[src/rtl/ask_pkg.sv]
// ask_pkg: shared FSM state type and default frame/bit/carrier timing constants
package ask_pkg;
  typedef enum logic {IDLE, SHIFT} state_t;
  localparam int DEF_WORD_W       = 12;
  localparam int DEF_CLKS_PER_BIT = 16;
  localparam int DEF_CARRIER_HALF = 2;
endpackage

[src/rtl/ask_carrier_gen.sv]
// ask_carrier_gen: free-running carrier divider, toggles every CARRIER_HALF clocks
// Ports: clk (rising edge), rst (sync active-high, carrier=0), carrier (square wave, starts low)
module ask_carrier_gen #(
  parameter int CARRIER_HALF = ask_pkg::DEF_CARRIER_HALF
) (
  input  logic clk,
  input  logic rst,
  output logic carrier
);
  localparam int CW = CARRIER_HALF > 1 ? $clog2(CARRIER_HALF) : 1;
  logic [CW-1:0] cnt_q, cnt_d;
  logic carrier_q, carrier_d, wrap;
  assign wrap = cnt_q == CW'(CARRIER_HALF - 1);
  always_comb begin
    cnt_d     = wrap ? '0 : cnt_q + CW'(1);
    carrier_d = carrier_q ^ wrap;
  end
  always_ff @(posedge clk) begin
    if (rst) begin
      cnt_q     <= '0;
      carrier_q <= 1'b0;
    end else begin
      cnt_q     <= cnt_d;
      carrier_q <= carrier_d;
    end
  end
  assign carrier = carrier_q;
endmodule

[src/rtl/ask_tx_serializer.sv]
// ask_tx_serializer: LSB-first frame serializer with on-off keyed carrier output
// Ports: clk, rst (sync active-high), word/newres (frame in + strobe), ready/busy (FSM status),
//        txbit (baseband), ask_out (txbit AND carrier), done (last frame cycle), overrun (sticky),
//        frame_err (reject pulse).
// Option: define ASK_FRAME_CHECK_EN to reject frames with a bad start/stop bit; otherwise frame_err=0.
module ask_tx_serializer import ask_pkg::*; #(
  parameter int WORD_W       = DEF_WORD_W,
  parameter int CLKS_PER_BIT = DEF_CLKS_PER_BIT,
  parameter int CARRIER_HALF = DEF_CARRIER_HALF
) (
  input  logic              clk,
  input  logic              rst,
  input  logic [WORD_W-1:0] word,
  input  logic              newres,
  output logic              ready,
  output logic              busy,
  output logic              txbit,
  output logic              ask_out,
  output logic              done,
  output logic              overrun,
  output logic              frame_err
);
  localparam int CW = $clog2(CLKS_PER_BIT);
  localparam int IW = WORD_W > 1 ? $clog2(WORD_W) : 1;
  state_t            state_q, state_d;
  logic [CW-1:0]     cnt_q, cnt_d;
  logic [IW-1:0]     idx_q, idx_d;
  logic [WORD_W-2:0] sh_q, sh_d;
  logic txbit_q, txbit_d, overrun_q, overrun_d, carrier;
  logic shifting, accept, reject, bit_end, last;
  ask_carrier_gen #(.CARRIER_HALF(CARRIER_HALF)) u_carrier (
    .clk     (clk),
    .rst     (rst),
    .carrier (carrier)
  );
`ifdef ASK_FRAME_CHECK_EN
  logic frame_err_q;
  assign reject = newres && (word[0] || !word[WORD_W-1]);
  always_ff @(posedge clk) frame_err_q <= rst ? 1'b0 : (state_q == IDLE) && reject;
  assign frame_err = frame_err_q;
`else
  assign reject    = 1'b0;
  assign frame_err = 1'b0;
`endif
  assign shifting = state_q == SHIFT;
  assign accept   = newres && !shifting && !reject;
  assign bit_end  = cnt_q == CW'(CLKS_PER_BIT - 1);
  assign last     = shifting && bit_end && idx_q == IW'(WORD_W - 1);
  // word[0] goes straight to txbit; the shift register holds only the bits still to send
  always_comb begin
    state_d   = accept ? SHIFT : last ? IDLE : state_q;
    cnt_d     = (shifting && !bit_end) ? cnt_q + CW'(1) : '0;
    idx_d     = !shifting ? '0 : bit_end ? idx_q + IW'(1) : idx_q;
    sh_d      = accept ? word[WORD_W-1:1] : (shifting && bit_end) ? sh_q >> 1 : sh_q;
    txbit_d   = accept ? word[0] : (!shifting || last) ? 1'b1 : bit_end ? sh_q[0] : txbit_q;
    overrun_d = overrun_q || (newres && shifting);
  end
  always_ff @(posedge clk) begin
    if (rst) begin
      state_q   <= IDLE;
      cnt_q     <= '0;
      idx_q     <= '0;
      sh_q      <= '0;
      txbit_q   <= 1'b1;
      overrun_q <= 1'b0;
    end else begin
      state_q   <= state_d;
      cnt_q     <= cnt_d;
      idx_q     <= idx_d;
      sh_q      <= sh_d;
      txbit_q   <= txbit_d;
      overrun_q <= overrun_d;
    end
  end
  assign ready   = !shifting;
  assign busy    = shifting;
  assign txbit   = txbit_q;
  assign done    = last;
  assign overrun = overrun_q;
  assign ask_out = txbit_q & carrier;
endmodule

[config.mk]
export PLATFORM = sky130hd
export DESIGN_NAME = ask_tx_serializer
export DESIGN_NICKNAME = d
export VERILOG_FILES = /design/src/rtl/ask_pkg.sv /design/src/rtl/ask_carrier_gen.sv /design/src/rtl/ask_tx_serializer.sv
export SDC_FILE = /design/constraint.sdc
export NUM_CORES = 1
export LEC_CHECK = 0
export BUFFER_PORTS_ARGS = -buffer_cell sky130_fd_sc_hd__clkbuf_2
export CORE_MARGIN = 2
export CORE_UTILIZATION = 40
export CTS_CLUSTER_SIZE = 14
export DETAILED_ROUTE_END_ITERATION = 12
export SLEW_MARGIN = 20
export SYNTH_ARGS = -nofsm -noshare
export SYNTH_HDL_FRONTEND = slang
export SYNTH_SLANG_ARGS = --single-unit
[constraint.sdc]
create_clock -name clk -period 1.26 [get_ports clk]
set_input_delay 0.126 -clock clk [delete_from_list [all_inputs] [get_ports clk]]
set_output_delay 0.126 -clock clk [all_outputs]
set_load 0.01 [all_outputs]
==> flow_metrics.env <==
export IMPL_outcome="finished, violations left"
export IMPL_violations="setup timing"
export IMPL_syn_inst=119
export IMPL_dp_worst_setup_slack_ps=-102.6
export IMPL_synth_area_um2=1065
export IMPL_cts_htree_levels=1
export IMPL_setup_violations=11
export IMPL_slew_violations=0
export IMPL_n_antenna_cell=0
export IMPL_crit_arrival_ps=1360
export IMPL_wl_met3_um=122
export IMPL_highest_layer="met4"
export IMPL_antenna_left=0
export IMPL_yosysSeqAreaShare_pct=45.12
export IMPL_max_freq_mhz=671.5
export IMPL_hold_violations=0
export IMPL_end_kind="output pin"
export IMPL_setup_slack_ps=-229.1
export IMPL_finalCritPeriodShare_pct=118.2
export IMPL_finalInstanceArea_um2=1534
export IMPL_synth_top_area_share_pct=45.12
export IMPL_area_growth_pct=44.07
export IMPL_antenna_found_initial=0
export IMPL_synth_cell_types=31
export IMPL_grt_max_degree=15
export IMPL_row_count=18
export IMPL_rsz0062_at_grt="yes"
export IMPL_vias_per_cell=5.367
export IMPL_max_vdd_ir_drop_mv=0.8312
export IMPL_cts_buffers=3
export IMPL_cts_sinks=24
export IMPL_core_area_um2=2500
export IMPL_routed_wl_mm=2.635
export IMPL_grt_overflow=0
export IMPL_synth_area_leader_cell="dfxtp_1"
export IMPL_p_seq_share_pct=51.1
export IMPL_min_from="word[0]"
export IMPL_vias=966
export IMPL_worst_hold_path_type="input port to flop"
export IMPL_switching_share_pct=23.76
export IMPL_chipHeight_um=55.60
export IMPL_path_max_fanout=2
export IMPL_clk_pin_slew_worst_paths_ps=140
export IMPL_io_buffers=20
export IMPL_clockPowerShare_pct=34.7
export IMPL_grt_pass1_wl_mm=4.222
export IMPL_cts_tree="done"
export IMPL_finClkSkew_ps=4.649
export IMPL_synth_warnings=0
export IMPL_switchingPower_mw=0.3861
export IMPL_cts_buffer_depth=2
export IMPL_powerDensity_nw_per_um2=1059
export IMPL_synth_avg_cell_area_um2=8.948
export IMPL_crit_type="flop to output pin"
export IMPL_pwr_share_comb_pct=14.2
export IMPL_finalPower_mw=1.625
export IMPL_synth_fp_nets=136
export IMPL_worstSetupStartpointType="flop"
export IMPL_place_hpwl_mm=1.763
export IMPL_place_area_um2=1299
export IMPL_synth_edf_count=0
export IMPL_pin_count=22
export IMPL_synthFlopType="dfxtp_1"
export IMPL_die_area_um2=3091
export IMPL_drt_met1_wl_mm=1.219
export IMPL_root_buffer="clkbuf_4"
export IMPL_crit_required_ps=1130
export IMPL_power_leakage_nw=0.6041
export IMPL_cap_violations=0
export IMPL_initial_core_util_pct=42.59
export IMPL_dr_wl_met2_mm=1.261
export IMPL_fin_crit_ps=1489
export IMPL_grt_pass1_vias=916
export IMPL_layout_drive_gt1_share_pct=42.67
export IMPL_critPathLaunch="cnt_q[1]"
export IMPL_clock_latency_ps=320
export IMPL_gp_congestion=0.7080
export IMPL_routedWlPerCell_um=14.64
export IMPL_drc=0
export IMPL_nets=168
export IMPL_fin_setup_tns_ps=-1621
export IMPL_grt_usage_pct=17.29
export IMPL_layout_commonest_cell="nor2_1"
export IMPL_drt_iter0_drc=37
export IMPL_layout_common_cells="36 x nor2_1, 21 x dfxtp_1, 19 x clkbuf_2"
export IMPL_cell_internal_pwr_mw=1.239
export IMPL_synth_area_leaders="dfxtp_1 45%, nor2_1 14%, a2111oi_2 11%"
export IMPL_fp_dieW_um=55.60
export IMPL_r2r_start="cnt_q[1]"
export IMPL_dr_pass1_iters=4
export IMPL_holdBufCountCts=0
export IMPL_async_flop_share_pct=0
export IMPL_synth_seq_cells=24
-- worst max-delay path, stage by stage (launching register included) --
cell and delay [ps]:
dfxtp_2 380, ha_4 130, nand4_1 160, buf_12 180, nor2_4 80, buf_6 110
-- sequential cells by signal, summed over array words and instances (netlist names) --
| name | flops |
|---|---|
| u_carrier.carrier | 1 |
| busy | 1 |
| sh_q | 11 |
| txbit | 1 |
| u_carrier.cnt_q | 1 |
| overrun | 1 |
| idx_q | 4 |
| cnt_q | 4 |
-- what timing repair did --
| item | in CTS | in global routing |
|---|---|---|
| gates cloned | 1 | 0 |
| gates resized for setup | 6 | 16 |
| setup buffers | 3 | 0 |
| pin swaps | 8 | 4 |
| endpoints found under the setup margin | 12 | 16 |
-- layout make-up --
class / instances / area (um2)
Sequential cell: 24 / 484.2
Fill cell: 213 / 965.9
Clock buffer: 3 / 22.52
Inverter: 2 / 7.507
Multi-Input combinational cell: 83 / 681.9
Clock inverter: 1 / 30.03
Tap cell: 30 / 37.54
Timing Repair Buffer: 37 / 270.3
-- worst paths after layout --
check | slack [ps] | cells after the start | endpoint
worst max-delay path | -230 | 5 | done
worst min-delay path | 40 | 2 | txbit
worst max register to register | -230 | 6 | sh_q[2]
worst min register to register | 460 | 1 | u_carrier.cnt_q
-- per-stage QoR --
step	hold WS (ps)	instances	utilization, %
CTS	41.12	180	57.01
global route	27.14	180	61.36
detailed placement	386.5	172	51.95
finish	40.46	180	61.36
floorplan	190.3	119	-
global placement	382.0	172	51.95
-- power by group through the flow --
stage	sequential, mW	combinational [mW]	clock [mW]
after floorplan	0.843	0.120	0
after global placement	0.842	0.190	0
after detailed placement	0.844	0.197	0
after CTS	0.828	0.205	0.573
after global routing	0.835	0.253	0.600
final	0.830	0.231	0.564
-- layer usage --
layer | vias to the layer above | track usage, %
li1 | 478 | -
met1 | 459 | 23.00
met2 | 25 | 27.89
met3 | 4 | 5.349
met4 | 0 | 3.136
met5 | - | 0
-- synthesized netlist by cell type (2+ instances only) --
library cell and number:
nor3_1 2, dfxtp_1 24, inv_1 2, a2111oi_1 2, nand3_1 3, ha_1 2
clkbuf_1 3, nand2b_1 2, xnor2_1 3, a31oi_1 3, a2111oi_2 8, nor2_1 39
buf_2 3, nand4_1 2, buf_4 3, a21oi_1 3
-- cell families (layout without fill, tap and decap cells) --
kind of cell	after synthesis	count (layout)	share of synthesized area, %
fa+ha+maj	2	2	2.350
simple gates	54	54	22.21
other cells	1	1	0.3522
mux	1	1	0.9401
xor+xnor	4	4	3.291
buf+inv	12	43	5.757
flops	24	24	45.12
compound gates	21	21	19.98
Power figures use the tool's default switching activity.
